`config.mk`:
```
export PLATFORM = sky130hd
export DESIGN_NAME = ni_packet_tx
export DESIGN_NICKNAME = d
export VERILOG_FILES = /design/src/rtl/noc_pkg.sv /design/src/rtl/ni_flit_buf.sv /design/src/rtl/ni_packet_tx.sv
export SDC_FILE = /design/constraint.sdc
export NUM_CORES = 1
export LEC_CHECK = 0
export CAP_MARGIN = 20
export CORE_ASPECT_RATIO = 0.75
export CORE_MARGIN = 8
export CORE_UTILIZATION = 60
export CTS_CLUSTER_DIAMETER = 150
export DETAILED_ROUTE_END_ITERATION = 6
export PLACE_DENSITY_LB_ADDON = 0.12
export SLEW_MARGIN = 20
export SYNTH_ARGS = -nofsm -noshare
export SYNTH_HDL_FRONTEND = slang
export SYNTH_SLANG_ARGS = --single-unit
```
`constraint.sdc`:
```
create_clock -name clock -period 3.4 [get_ports clock]
set_input_delay 0.34 -clock clock [delete_from_list [all_inputs] [get_ports clock]]
set_output_delay 0.34 -clock clock [all_outputs]
set_load 0.005 [all_outputs]
```
`src/rtl/noc_pkg.sv`:
```
// Shared NoC definitions: default flit width, flit type, transmitter states and
// the Hermes size-flit builder.
package noc_pkg;

  localparam int unsigned FLIT_WIDTH_DEF = 32;

  typedef logic [FLIT_WIDTH_DEF-1:0] flit_t;

  typedef enum logic [2:0] {
    StIdle,
    StFill,
    StSendHdr,
    StSendSize,
    StSendPay
  } tx_state_e;

  // Size flit carries the payload flit count, zero-extended.
  function automatic flit_t make_size_flit(input int unsigned count);
    return flit_t'(count);
  endfunction

endpackage

```
`src/rtl/ni_flit_buf.sv`:
```
// Packet buffer for the NI transmitter: DEPTH x FLIT_WIDTH register array with
// one write port and a look-ahead combinational read port.
module ni_flit_buf
  import noc_pkg::*;
#(
  parameter int unsigned FLIT_WIDTH = FLIT_WIDTH_DEF,
  parameter int unsigned DEPTH      = 16,
  localparam int unsigned AW        = $clog2(DEPTH)
) (
  input  logic                  clock,
  input  logic                  reset,
  input  logic                  wr_en,
  input  logic                  wr_first,
  input  logic [FLIT_WIDTH-1:0] wr_data,
  output logic [AW-1:0]         wr_ptr,
  input  logic                  rd_restart,
  input  logic                  rd_adv,
  output logic [AW-1:0]         rd_ptr,
  output logic [FLIT_WIDTH-1:0] rd_data,
  output logic [FLIT_WIDTH-1:0] hdr_data
);

  logic [FLIT_WIDTH-1:0] mem [DEPTH];
  logic [AW-1:0]         wr_ptr_q;
  logic [AW-1:0]         wr_addr;
  logic [AW-1:0]         rd_ptr_q;
  logic [AW-1:0]         rd_ptr_d;

  // The header always lands in slot 0, restarting the write pointer.
  assign wr_addr = wr_first ? '0 : wr_ptr_q;

  // Next read pointer; payload starts at slot 1, just after the header.
  always_comb begin
    rd_ptr_d = rd_ptr_q;
    if (rd_restart) begin
      rd_ptr_d = AW'(1);
    end else if (rd_adv) begin
      rd_ptr_d = rd_ptr_q + AW'(1);
    end
  end

  // Pointer registers, cleared on reset.
  always_ff @(posedge clock or negedge reset) begin
    if (!reset) begin
      wr_ptr_q <= '0;
      rd_ptr_q <= '0;
    end else begin
      if (wr_en) begin
        wr_ptr_q <= wr_addr + AW'(1);
      end
      rd_ptr_q <= rd_ptr_d;
    end
  end

  // Storage array; contents are don't-care until written.
  always_ff @(posedge clock) begin
    if (wr_en) begin
      mem[wr_addr] <= wr_data;
    end
  end

  // Read at the next pointer so the registered data_i lines up with it.
  assign rd_data  = mem[rd_ptr_d];
  assign hdr_data = mem[0];
  assign wr_ptr   = wr_ptr_q;
  assign rd_ptr   = rd_ptr_q;

endmodule

```
`src/rtl/ni_packet_tx.sv`:
```
// NI packet transmitter: store-and-forward of a host packet into a router
// local port, inserting the size flit and obeying credit flow control.
// Optional statistics counters are built when NI_PACKET_TX_STATS_EN is defined.
module ni_packet_tx
  import noc_pkg::*;
#(
  parameter int unsigned FLIT_WIDTH = FLIT_WIDTH_DEF,
  parameter int unsigned DEPTH      = 16
) (
  input  logic                  clock,
  input  logic                  reset,
  input  logic                  host_valid,
  output logic                  host_ready,
  input  logic [FLIT_WIDTH-1:0] host_data,
  input  logic                  host_last,
  output logic                  clock_rx,
  output logic                  rx,
  output logic [FLIT_WIDTH-1:0] data_i,
  input  logic                  credit_o,
  output logic                  err_trunc,
  output logic [15:0]           pkt_sent,
  output logic [31:0]           stall_cycles
);

  localparam int unsigned CW = $clog2(DEPTH);

  tx_state_e             state_q, state_d;
  logic [CW-1:0]         count_q, count_d;
  logic                  accept, xfer;
  logic                  wr_en, wr_first, rd_restart, rd_adv;
  logic [CW-1:0]         wr_ptr, rd_ptr;
  logic [FLIT_WIDTH-1:0] rd_data, hdr_data, data_d;

  assign clock_rx = clock;

  ni_flit_buf #(
    .FLIT_WIDTH(FLIT_WIDTH),
    .DEPTH     (DEPTH)
  ) u_buf (
    .clock     (clock),
    .reset     (reset),
    .wr_en     (wr_en),
    .wr_first  (wr_first),
    .wr_data   (host_data),
    .wr_ptr    (wr_ptr),
    .rd_restart(rd_restart),
    .rd_adv    (rd_adv),
    .rd_ptr    (rd_ptr),
    .rd_data   (rd_data),
    .hdr_data  (hdr_data)
  );

  // Next state, buffer controls and truncation pulse.
  always_comb begin
    accept     = host_valid && host_ready;
    xfer       = rx && credit_o;
    state_d    = state_q;
    count_d    = count_q;
    wr_en      = 1'b0;
    wr_first   = 1'b0;
    rd_restart = 1'b0;
    rd_adv     = 1'b0;
    err_trunc  = 1'b0;
    unique case (state_q)
      StIdle: begin
        if (accept) begin
          wr_en    = 1'b1;
          wr_first = 1'b1;
          count_d  = '0;
          state_d  = host_last ? StSendHdr : StFill;
        end
      end
      StFill: begin
        if (accept) begin
          wr_en   = 1'b1;
          count_d = count_q + CW'(1);
          if (host_last) begin
            state_d = StSendHdr;
          end else if (wr_ptr == CW'(DEPTH - 1)) begin
            // Buffer full without last: close the packet here.
            state_d   = StSendHdr;
            err_trunc = 1'b1;
          end
        end
      end
      StSendHdr: begin
        if (xfer) begin
          rd_restart = 1'b1;
          state_d    = StSendSize;
        end
      end
      StSendSize: begin
        if (xfer) begin
          state_d = (count_q != '0) ? StSendPay : StIdle;
        end
      end
      StSendPay: begin
        if (xfer) begin
          rd_adv = 1'b1;
          if (rd_ptr == count_q) begin
            state_d = StIdle;
          end
        end
      end
      default: state_d = StIdle;
    endcase
  end

  // Flit to present next cycle; header bypasses the array when written now.
  always_comb begin
    data_d = '0;
    unique case (state_d)
      StSendHdr:  data_d = wr_first ? host_data : hdr_data;
      StSendSize: data_d = FLIT_WIDTH'(make_size_flit(32'(count_d)));
      StSendPay:  data_d = rd_data;
      default:    data_d = '0;
    endcase
  end

  // State and registered outputs; a stalled flit is recomputed unchanged.
  always_ff @(posedge clock or negedge reset) begin
    if (!reset) begin
      state_q    <= StIdle;
      count_q    <= '0;
      host_ready <= 1'b0;
      rx         <= 1'b0;
      data_i     <= '0;
    end else begin
      state_q    <= state_d;
      count_q    <= count_d;
      host_ready <= (state_d == StIdle) || (state_d == StFill);
      rx         <= (state_d == StSendHdr) || (state_d == StSendSize) || (state_d == StSendPay);
      data_i     <= data_d;
    end
  end

`ifdef NI_PACKET_TX_STATS_EN
  logic        last_xfer;
  logic [15:0] pkt_q;
  logic [31:0] stall_q;

  assign last_xfer = xfer && (((state_q == StSendSize) && (count_q == '0)) ||
                              ((state_q == StSendPay) && (rd_ptr == count_q)));

  // Packet counter wraps; stall counter saturates.
  always_ff @(posedge clock or negedge reset) begin
    if (!reset) begin
      pkt_q   <= '0;
      stall_q <= '0;
    end else begin
      if (last_xfer) begin
        pkt_q <= pkt_q + 16'd1;
      end
      if (rx && !credit_o && (stall_q != '1)) begin
        stall_q <= stall_q + 32'd1;
      end
    end
  end

  assign pkt_sent     = pkt_q;
  assign stall_cycles = stall_q;
`else
  assign pkt_sent     = '0;
  assign stall_cycles = '0;
`endif

endmodule

```
==> impl_metrics.ini <==
[routing]
drtIter0Drc = 1521
wire_per_inst_um = 26.0
drc_errors = 0
drt_first_pass_iters = 6
via_count = 13900
viasPerCell = 6.44
drt-total-wl_um = 56200
ant_nets = 0

[critical_path]
endpoint_kind = output port
reg2reg_slack_ns = 0.38
path_class = register to output port
cp_data_arrival_time_ns = 2.85
worstPathRequired_ns = 3.06
crit_fanout = 16
r2r-start = u_buf.rd_ptr[1]
crit_slowest_cell = dfrtp_1
worstPathCellList = nand4bb_4 -> nor2_2 -> and3_1 -> and4b_1 -> clkdlybuf4s50_1
rr_worst_depth = 9
slowest_delay_ns = 0.57
startpoint_type = register
r2r-end = data_i[6]
startpoint = state_q[2]

[synthesis]
synth-edff-count = 512
synth-seq-area-share = 0.727
syn_area_mm2 = 0.0228
synthFlopType = edfxtp_1
synthArstFlopShare = 0.0873
synth_common_cells = edfxtp_1 (512), nand2_1 (166), a21oi_1 (153)
postSynthAreaPerCell_um2 = 14.9
synthTopCellsByArea = edfxtp_1 (67%), dfrtp_1 (5.4%), a221oi_1 (3.5%)
yosysTopAreaCell = edfxtp_1
synth_warnings = 0
post-synth-top-count-cell = edfxtp_1
synth_cell_type_count = 59
ys_ff_latch = 561
synth_top_area_share = 0.674
synth_cells = 1535

[global_routing]
grt_max_degree = 82
antenna_found_initial = 0
track_usage = 0.250
grt_pass1_wl_um = 83800
grt.overflow.total = 0
grt_pass1_vias = 13700

[floorplan]
die_h_um = 185
core_area_mm2 = 0.0379
start_util = 0.602
die_x_um = 241
die_area_mm2 = 0.0446
io_pins = 121
rows = 62

[min_path]
hold_class = input port to asynchronous set/reset pin

[clocking]
cts_tree = yes
clk_pin_slew_worst_paths_ns = 0.06
clk_latency_ns = 0.70

[pwr]
power_density_mw_per_mm2 = 744
p_leak_uw = 0.00861
finalPower_uw = 19300
ir_drop_v = 0.000534

[timing]
setup_violations = 0
slew_headroom = 0.519
skew_ns = 0.0247
tns_ns = 0
fmax_ghz = 0.313
finalCriticalPeriod_ns = 3.19
finalCritPeriodShare = 0.939
finalHoldViolations = 0
timing.final.max_slew_violations = 0
tightest_slew_ns = 0.722
rsz0062_at_grt = false

[flow_run]
cap_violations = 0

[placement]
portBuffers = 72
hpwl_um = 28500
routabilityCongestion = 0.787
placed_cell_area_mm2 = 0.0243
dp_cells = 2062

[final_layout]
final_area_mm2 = 0.0259
final_cell_count_no_fill = 2163
post_route_cells_drive_above_1_share = 0.0988
syn_to_final_growth_pct = 13.6
finalNetCount = 1654

[outcome]
run_status = complete, no violations
final cells by class:
cell class / instances / area (um^2)
clock buffer: 84 / 1540
inverter: 12 / 53.8
tap: 512 / 641
timing repair buffer: 132 / 1540
sequential: 561 / 16600
fill: 2582 / 12000
clock inverter: 16 / 109
antenna: 1 / 2.50
multi-input combinational: 845 / 5440
report_power, final:
group          internal [uW]  total (uW)  switching, uW
Combinational           1930        5320           3390
Sequential              8040        8320            279
Clock                   3200        5670           2470
Total                  13200       19300           6140
cell usage in the layout (no fill, tap or decap), types with 7 or more instances in the layout:
cell / count
clkdlybuf4s50_1: 71
o32ai_1: 36
buf_4: 30
buf_12: 30
and2_2: 12
clkbuf_16: 56
mux2i_1: 68
inv_1: 10
ha_1: 8
conb_1: 48
and3_1: 72
a21oi_1: 153
o21ai_0: 16
clkbuf_1: 24
nand2_1: 166
a211oi_1: 65
a221oi_1: 91
dfrtp_1: 49
edfxtp_1: 512
nand3_1: 7
or4_1: 32
clkinv_1: 8
critical path: cells and delay by family (launching register included):
family | cells | cell delay, ns
buf+inv | 1 | 0.50
simple gates | 4 | 1.09
flops | 1 | 0.57
metal layers:
metal  global-route usage  wire [um]
met3               0.0453       4780
met1                0.354      23700
met4               0.0734       1260
met2                0.398      26500
met5                    0          0
stage by stage:
stage          setup WS, ns  hold WS [ns]  utilization
2_1_floorplan         0.503        0.0444            -
3_3_place_gp          0.297         0.418        0.640
3_5_place_dp          0.214         0.427        0.640
4_1_cts              0.0244         0.228        0.683
5_1_grt              0.0710         0.257        0.684
6_report              0.207         0.238        0.684
cells by family after synthesis:
family / Yosys count / share of synthesized area
multiplexers: 68 / 0.0298
AND/OR/NAND/NOR: 325 / 0.0735
other: 1 / 0.000164
buffers and inverters: 176 / 0.0449
XOR/XNOR: 5 / 0.00192
flip-flops: 561 / 0.727
AO/OA/AOI/OAI: 391 / 0.118
adder cells (fa/ha/maj): 8 / 0.00439
repair_timing:
action,4_1_cts,5_1_grt
resized for setup,1,2
cloned,0,0
hold buffers,1,0
setup buffers,0,0
endpoints found under the hold margin,18,0
endpoints found under the setup margin,1,1
flip-flops by register name, indices dropped and copies added, names as in the netlist:
signal and count:
host_ready 1, count_q 4, u_buf.wr_ptr 4, rx 1, u_buf.mem 512, state_q 3, data_i 32, u_buf.rd_ptr 4
worst max path at each step:
stage / endpoint / slack (ns) / cells past startpoint
after floorplan: u_buf.mem[3][0] / 0.50 / 9
after global placement: data_i[3] / 0.30 / 8
after detailed placement: data_i[20] / 0.21 / 9
after CTS: err_trunc / 0.02 / 5
after global routing: err_trunc / 0.07 / 5
final: err_trunc / 0.21 / 5
(Power assumes the default switching activity.)
